==> src/rtl/uart_rx.sv <==
// UART receive engine: 2-flop synchronizer, oversampled start/data/parity/stop
// framing, and a valid/ready holding register with framing/parity/overrun status.
module uart_rx #(
    parameter int DATA_BITS  = 8,
    parameter int OVERSAMPLE = 16,
    parameter int PARITY     = 0
) (
    input  logic                 clk,
    input  logic                 rst,
    input  logic                 rx_clk,
    input  logic                 rxd,
    output logic [DATA_BITS-1:0] rx_data,
    output logic                 rx_valid,
    input  logic                 rx_ready,
    output logic                 frame_err,
    output logic                 parity_err,
    output logic                 overrun
);

    localparam int TW = $clog2(OVERSAMPLE);
    localparam int BW = $clog2(DATA_BITS + 1);
    localparam logic [TW-1:0] HALF_LAST = TW'(OVERSAMPLE / 2 - 1);
    localparam logic [TW-1:0] FULL_LAST = TW'(OVERSAMPLE - 1);
    localparam logic [BW-1:0] LAST_BIT  = BW'(DATA_BITS - 1);

    typedef enum logic [2:0] {
        S_IDLE,
        S_START,
        S_DATA,
        S_PARITY,
        S_STOP,
        S_BREAK
    } state_t;

    state_t                 state_reg;
    logic                   rxd_meta_reg;
    logic                   rxs_reg;
    logic [TW-1:0]          tick_cnt_reg;
    logic [BW-1:0]          bit_cnt_reg;
    logic [DATA_BITS-1:0]   shift_reg;
    logic [DATA_BITS-1:0]   shift_next;
    logic                   load_pend_reg;
    logic                   frame_pend_reg;
    logic                   parity_pend_reg;
    logic                   parity_next;

    logic [DATA_BITS-1:0]   rx_data_reg;
    logic                   rx_valid_reg;
    logic                   frame_err_reg;
    logic                   parity_err_reg;
    logic                   overrun_reg;

    // Both synchronizer stages idle high so reset never looks like a start bit.
    always_ff @(posedge clk) begin
        if (rst) begin
            rxd_meta_reg <= 1'b1;
            rxs_reg      <= 1'b1;
        end else begin
            rxd_meta_reg <= rxd;
            rxs_reg      <= rxd_meta_reg;
        end
    end

    // LSB-first: each new sample enters at the MSB and the frame shifts down.
    genvar gi;
    generate
        for (gi = 0; gi < DATA_BITS; gi++) begin : g_shift
            if (gi == DATA_BITS - 1) begin : g_top
                assign shift_next[gi] = rxs_reg;
            end else begin : g_mid
                assign shift_next[gi] = shift_reg[gi+1];
            end
        end
    endgenerate

    always_comb begin
        parity_next = 1'b0;
        if (PARITY == 1) begin
            parity_next = ~(^shift_reg ^ rxs_reg);
        end else if (PARITY == 2) begin
            parity_next = ^shift_reg ^ rxs_reg;
        end
    end

    always_ff @(posedge clk) begin
        if (rst) begin
            state_reg       <= S_IDLE;
            tick_cnt_reg    <= '0;
            bit_cnt_reg     <= '0;
            shift_reg       <= '0;
            load_pend_reg   <= 1'b0;
            frame_pend_reg  <= 1'b0;
            parity_pend_reg <= 1'b0;
        end else begin
            load_pend_reg <= 1'b0;
            if (rx_clk) begin
                case (state_reg)
                    S_IDLE: begin
                        if (!rxs_reg) begin
                            state_reg    <= S_START;
                            tick_cnt_reg <= '0;
                        end
                    end
                    S_START: begin
                        if (tick_cnt_reg == HALF_LAST) begin
                            tick_cnt_reg <= '0;
                            if (rxs_reg) begin
                                state_reg <= S_IDLE;
                            end else begin
                                state_reg   <= S_DATA;
                                bit_cnt_reg <= '0;
                            end
                        end else begin
                            tick_cnt_reg <= tick_cnt_reg + 1'b1;
                        end
                    end
                    S_DATA: begin
                        if (tick_cnt_reg == FULL_LAST) begin
                            tick_cnt_reg <= '0;
                            shift_reg    <= shift_next;
                            if (bit_cnt_reg == LAST_BIT) begin
                                state_reg <= (PARITY != 0) ? S_PARITY : S_STOP;
                            end else begin
                                bit_cnt_reg <= bit_cnt_reg + 1'b1;
                            end
                        end else begin
                            tick_cnt_reg <= tick_cnt_reg + 1'b1;
                        end
                    end
                    S_PARITY: begin
                        if (tick_cnt_reg == FULL_LAST) begin
                            tick_cnt_reg    <= '0;
                            parity_pend_reg <= parity_next;
                            state_reg       <= S_STOP;
                        end else begin
                            tick_cnt_reg <= tick_cnt_reg + 1'b1;
                        end
                    end
                    S_STOP: begin
                        if (tick_cnt_reg == FULL_LAST) begin
                            tick_cnt_reg   <= '0;
                            frame_pend_reg <= ~rxs_reg;
                            load_pend_reg  <= 1'b1;
                            state_reg      <= rxs_reg ? S_IDLE : S_BREAK;
                        end else begin
                            tick_cnt_reg <= tick_cnt_reg + 1'b1;
                        end
                    end
                    S_BREAK: begin
                        if (rxs_reg) begin
                            state_reg <= S_IDLE;
                        end
                    end
                    default: state_reg <= S_IDLE;
                endcase
            end
        end
    end

    // Holding register runs every clk; a load always beats a same-cycle consume.
    always_ff @(posedge clk) begin
        if (rst) begin
            rx_data_reg    <= '0;
            rx_valid_reg   <= 1'b0;
            frame_err_reg  <= 1'b0;
            parity_err_reg <= 1'b0;
            overrun_reg    <= 1'b0;
        end else begin
            overrun_reg <= 1'b0;
            if (load_pend_reg) begin
                rx_data_reg    <= shift_reg;
                frame_err_reg  <= frame_pend_reg;
                parity_err_reg <= parity_pend_reg;
                rx_valid_reg   <= 1'b1;
                overrun_reg    <= rx_valid_reg & ~rx_ready;
            end else if (rx_valid_reg && rx_ready) begin
                rx_valid_reg <= 1'b0;
            end
        end
    end

    assign rx_data    = rx_data_reg;
    assign rx_valid   = rx_valid_reg;
    assign frame_err  = frame_err_reg;
    assign parity_err = parity_err_reg;
    assign overrun    = overrun_reg;

endmodule

==> config.mk <==
export PLATFORM = sky130hd
export DESIGN_NAME = uart_rx
export DESIGN_NICKNAME = d
export VERILOG_FILES = /design/src/rtl/uart_rx.sv
export SDC_FILE = /design/constraint.sdc
export NUM_CORES = 1
export LEC_CHECK = 0
export ABC_AREA = 1
export CAP_MARGIN = 20
export CELL_PAD_IN_SITES_DETAIL_PLACEMENT = 0
export CELL_PAD_IN_SITES_GLOBAL_PLACEMENT = 1
export CORE_MARGIN = 2
export CORE_UTILIZATION = 30
export CTS_CLUSTER_SIZE = 10
export DETAILED_ROUTE_END_ITERATION = 10
export PLACE_DENSITY_LB_ADDON = 0.1
export SLEW_MARGIN = 10
export SYNTH_ARGS = -nofsm -noshare
export SYNTH_HDL_FRONTEND = slang
export SYNTH_SLANG_ARGS = --single-unit
==> constraint.sdc <==
create_clock -name clk -period 1.9 [get_ports clk]
set_input_delay 0.38 -clock clk [delete_from_list [all_inputs] [get_ports clk]]
set_output_delay 0.38 -clock clk [all_outputs]
set_load 0.01 [all_outputs]
==> reports/metrics.csv <==
metric,value,unit
GP Congestion,0.7825,
Switching Share,32.53,%
Post-CTS Hold Fix Bufs,0,
clock skew,0.005640,ns
Seq cells post-synth,34,
syn_area_per_cell,7.104,um2
Synth cell types,23,
PortBufs,15,
Area Growth Syn to Fin,22.29,%
share of power burned in registers,46.1,%
critical path buffer and inverter count,1,
syn_nets,218,
Post-Synthesis Cells,211,
Power per Cell Area,947.4,mW/mm2
sw power,564.9,uW
status,"complete, no violations",
final period utilization,85.68,%
dpl cell area,0.001738,mm2
DRT iter0 DRCs,40,
CP Launch Type,flip-flop,
post-layout min period,1.628,ns
Yosys warnings,0,
Synth Cell Area,0.001499,mm2
Leakage,0.7711,nW
drt first pass iters,4,
final setup violation count,0,
clock-pin slew on the worst setup and hold paths,0.07,ns
"Slew Viols, Final",0,
hold slack,0.4136,ns
cts repair resizes,0,
Root Buffer,clkbuf_8,
Post-CTS Setup Inserts,0,
initial antenna violation count,0,
crit path cell chain,"ha_1, nand3_1, nor2_1, nand2_2, inv_2, o21ai_0, a21oi_1",
hold path depth,1,
R2R depth,7,
Final Core Density,38.30,%
post-route cell area,0.001833,mm2
Final #Nets,238,
post-route ant nets,0,
cell depth of the worst setup path,7,
fin worst setup slack,0.2720,ns
clock latency on the worst-skew pair,0.29,ns
critical path's slowest cell,dfxtp_1,
vias in the first global route,1238,
clock power share,32.3,%
kind of cell with the highest combined delay on the critical path,simple AND/OR/NAND/NOR gates,
pre-CTS WS,0.1280,ns
Pint,1.172,mW
Vias,1327,
antenna diode count,0,
"Max FO, Critical Path",9,
Max-Cap Viols,0,
num rows,25,
remaining global-route overflow,0,
Clock Tree Buf Depth,2,
die area,0.005578,mm2
Core Region,0.004786,mm2
CTS buffer count,5,
largest net degree at the start of global routing,24,
die height,74.69,um
clock sinks,34,
average wire per standard cell,11.03,um
Setup TNS,0,ns
first-pass GRT wire length,5.602,mm
HPWL after detailed placement,2.379,mm
layout cells sized above 1,9.914,%
Critical Path RT,2.12,ns
Initial Utilization,31.32,%
DRC viols,0,
Vias per Instance,4.438,
FMAX,614.3,MHz
Routed WL,3.298,mm
"Seq/Total Area, Yosys",45.41,%
CTS tree,yes,
HP Class,reg -> reg,
final hold vios,0,
I/O pin total,17,
peak supply drop,0.3889,mV
Die W,74.69,um
H-tree levels,2,
crit-path max cell delay,0.38,ns
setup repair after global routing missed its margin,no,
combinational share of power,21.6,%
worst path arrival time,1.85,ns
GRT Total Usage,13.50,%
critical path class,reg -> reg,
Worst setup EP type,flip-flop,
[placed cells by master, fill, tap and decap left out, types with 2 or more instances in the layout]
cell type	netlist	routed
nand3_2	2	2
nand2_2	4	4
ha_1	2	2
o21ai_0	25	25
buf_4	1	2
clkbuf_8	0	6
nor2_1	66	66
a21oi_1	5	5
clkdlybuf4s50_1	0	15
or2_2	2	2
inv_1	13	13
nand3_1	20	20
clkinv_1	2	2
nand2_1	20	20
dfxtp_1	34	34
nand4_1	3	3
inv_2	2	2
[layer usage]
layer,part of all wire (%),up-vias,track usage [%]
li1,-,715,-
met1,53,591,18.35
met2,43,19,19.47
met3,3.6,2,4.953
met4,0.67,0,5.357
met5,0,-,0
[worst register-to-register path, cell delays in order (launching register included)]
cell and delay, ns:
dfxtp_1 0.38, ha_1 0.24, nand3_1 0.21, nor2_1 0.24
nand2_2 0.15, inv_2 0.16, o21ai_0 0.09, a21oi_1 0.11
[cell usage after synthesis]
cell type,instances,share of area (%)
a21oi_1,5,1.7
buf_4,1,0.50
buf_6,1,0.75
clkbuf_1,3,0.75
clkinv_1,2,0.50
conb_1,1,0.25
dfxtp_1,34,45
ha_1,2,1.7
inv_1,13,3.3
inv_2,2,0.50
nand2_1,20,5.0
nand2_2,4,1.7
nand2_4,1,0.75
nand3_1,20,6.7
nand3_2,2,1.3
nand4_1,3,1.3
nor2_1,66,17
nor2_4,1,0.75
nor4_1,1,0.42
o21ai_0,25,8.3
or2_2,2,0.83
xnor2_1,1,0.58
xor2_1,1,0.58
[power groups by stage]
stage | logic [mW] | clock network, mW | registers, mW
floorplan | 0.316 | 0 | 0.795
global placement | 0.371 | 0 | 0.816
detailed placement | 0.373 | 0 | 0.817
CTS | 0.375 | 0.587 | 0.800
global route | 0.435 | 0.625 | 0.809
finish | 0.374 | 0.561 | 0.801
[cell type report]
type / count / area, um2
inverters: 17 / 63.81
fillers: 530 / 2953
repair buffers: 18 / 185.2
clock inverters: 2 / 12.51
well taps: 67 / 83.83
multi-input cells: 155 / 724.4
clock buffers: 6 / 82.58
flip-flops and latches: 34 / 680.7
[path summary, 6_finish.rpt]
path / start / to / slack (ns)
worst max-delay path: tick_cnt_reg[0] / shift_reg[7] / 0.27
worst min-delay path: rxd_meta_reg / rxs_reg / 0.41
worst max register to register: tick_cnt_reg[0] / shift_reg[7] / 0.27
worst min register to register: rxd_meta_reg / rxs_reg / 0.41
[stage by stage]
stage	std cells	total power [mW]
3_3_place_gp	291	1.187
2_1_floorplan	211	1.111
5_1_grt	299	1.868
4_1_cts	299	1.762
3_5_place_dp	291	1.190
6_report	299	1.737
[cells by family after synthesis]
kind of cell / share of synthesized area [%]
and+or+nand+nor: 35.23
DFF: 45.41
AOI/OAI and AO/OA: 10.02
buffers and inverters: 6.261
xor gates and xnor gates: 1.169
adders and majority gates: 1.669
other: 0.2502
Power figures use the tool's default switching activity.
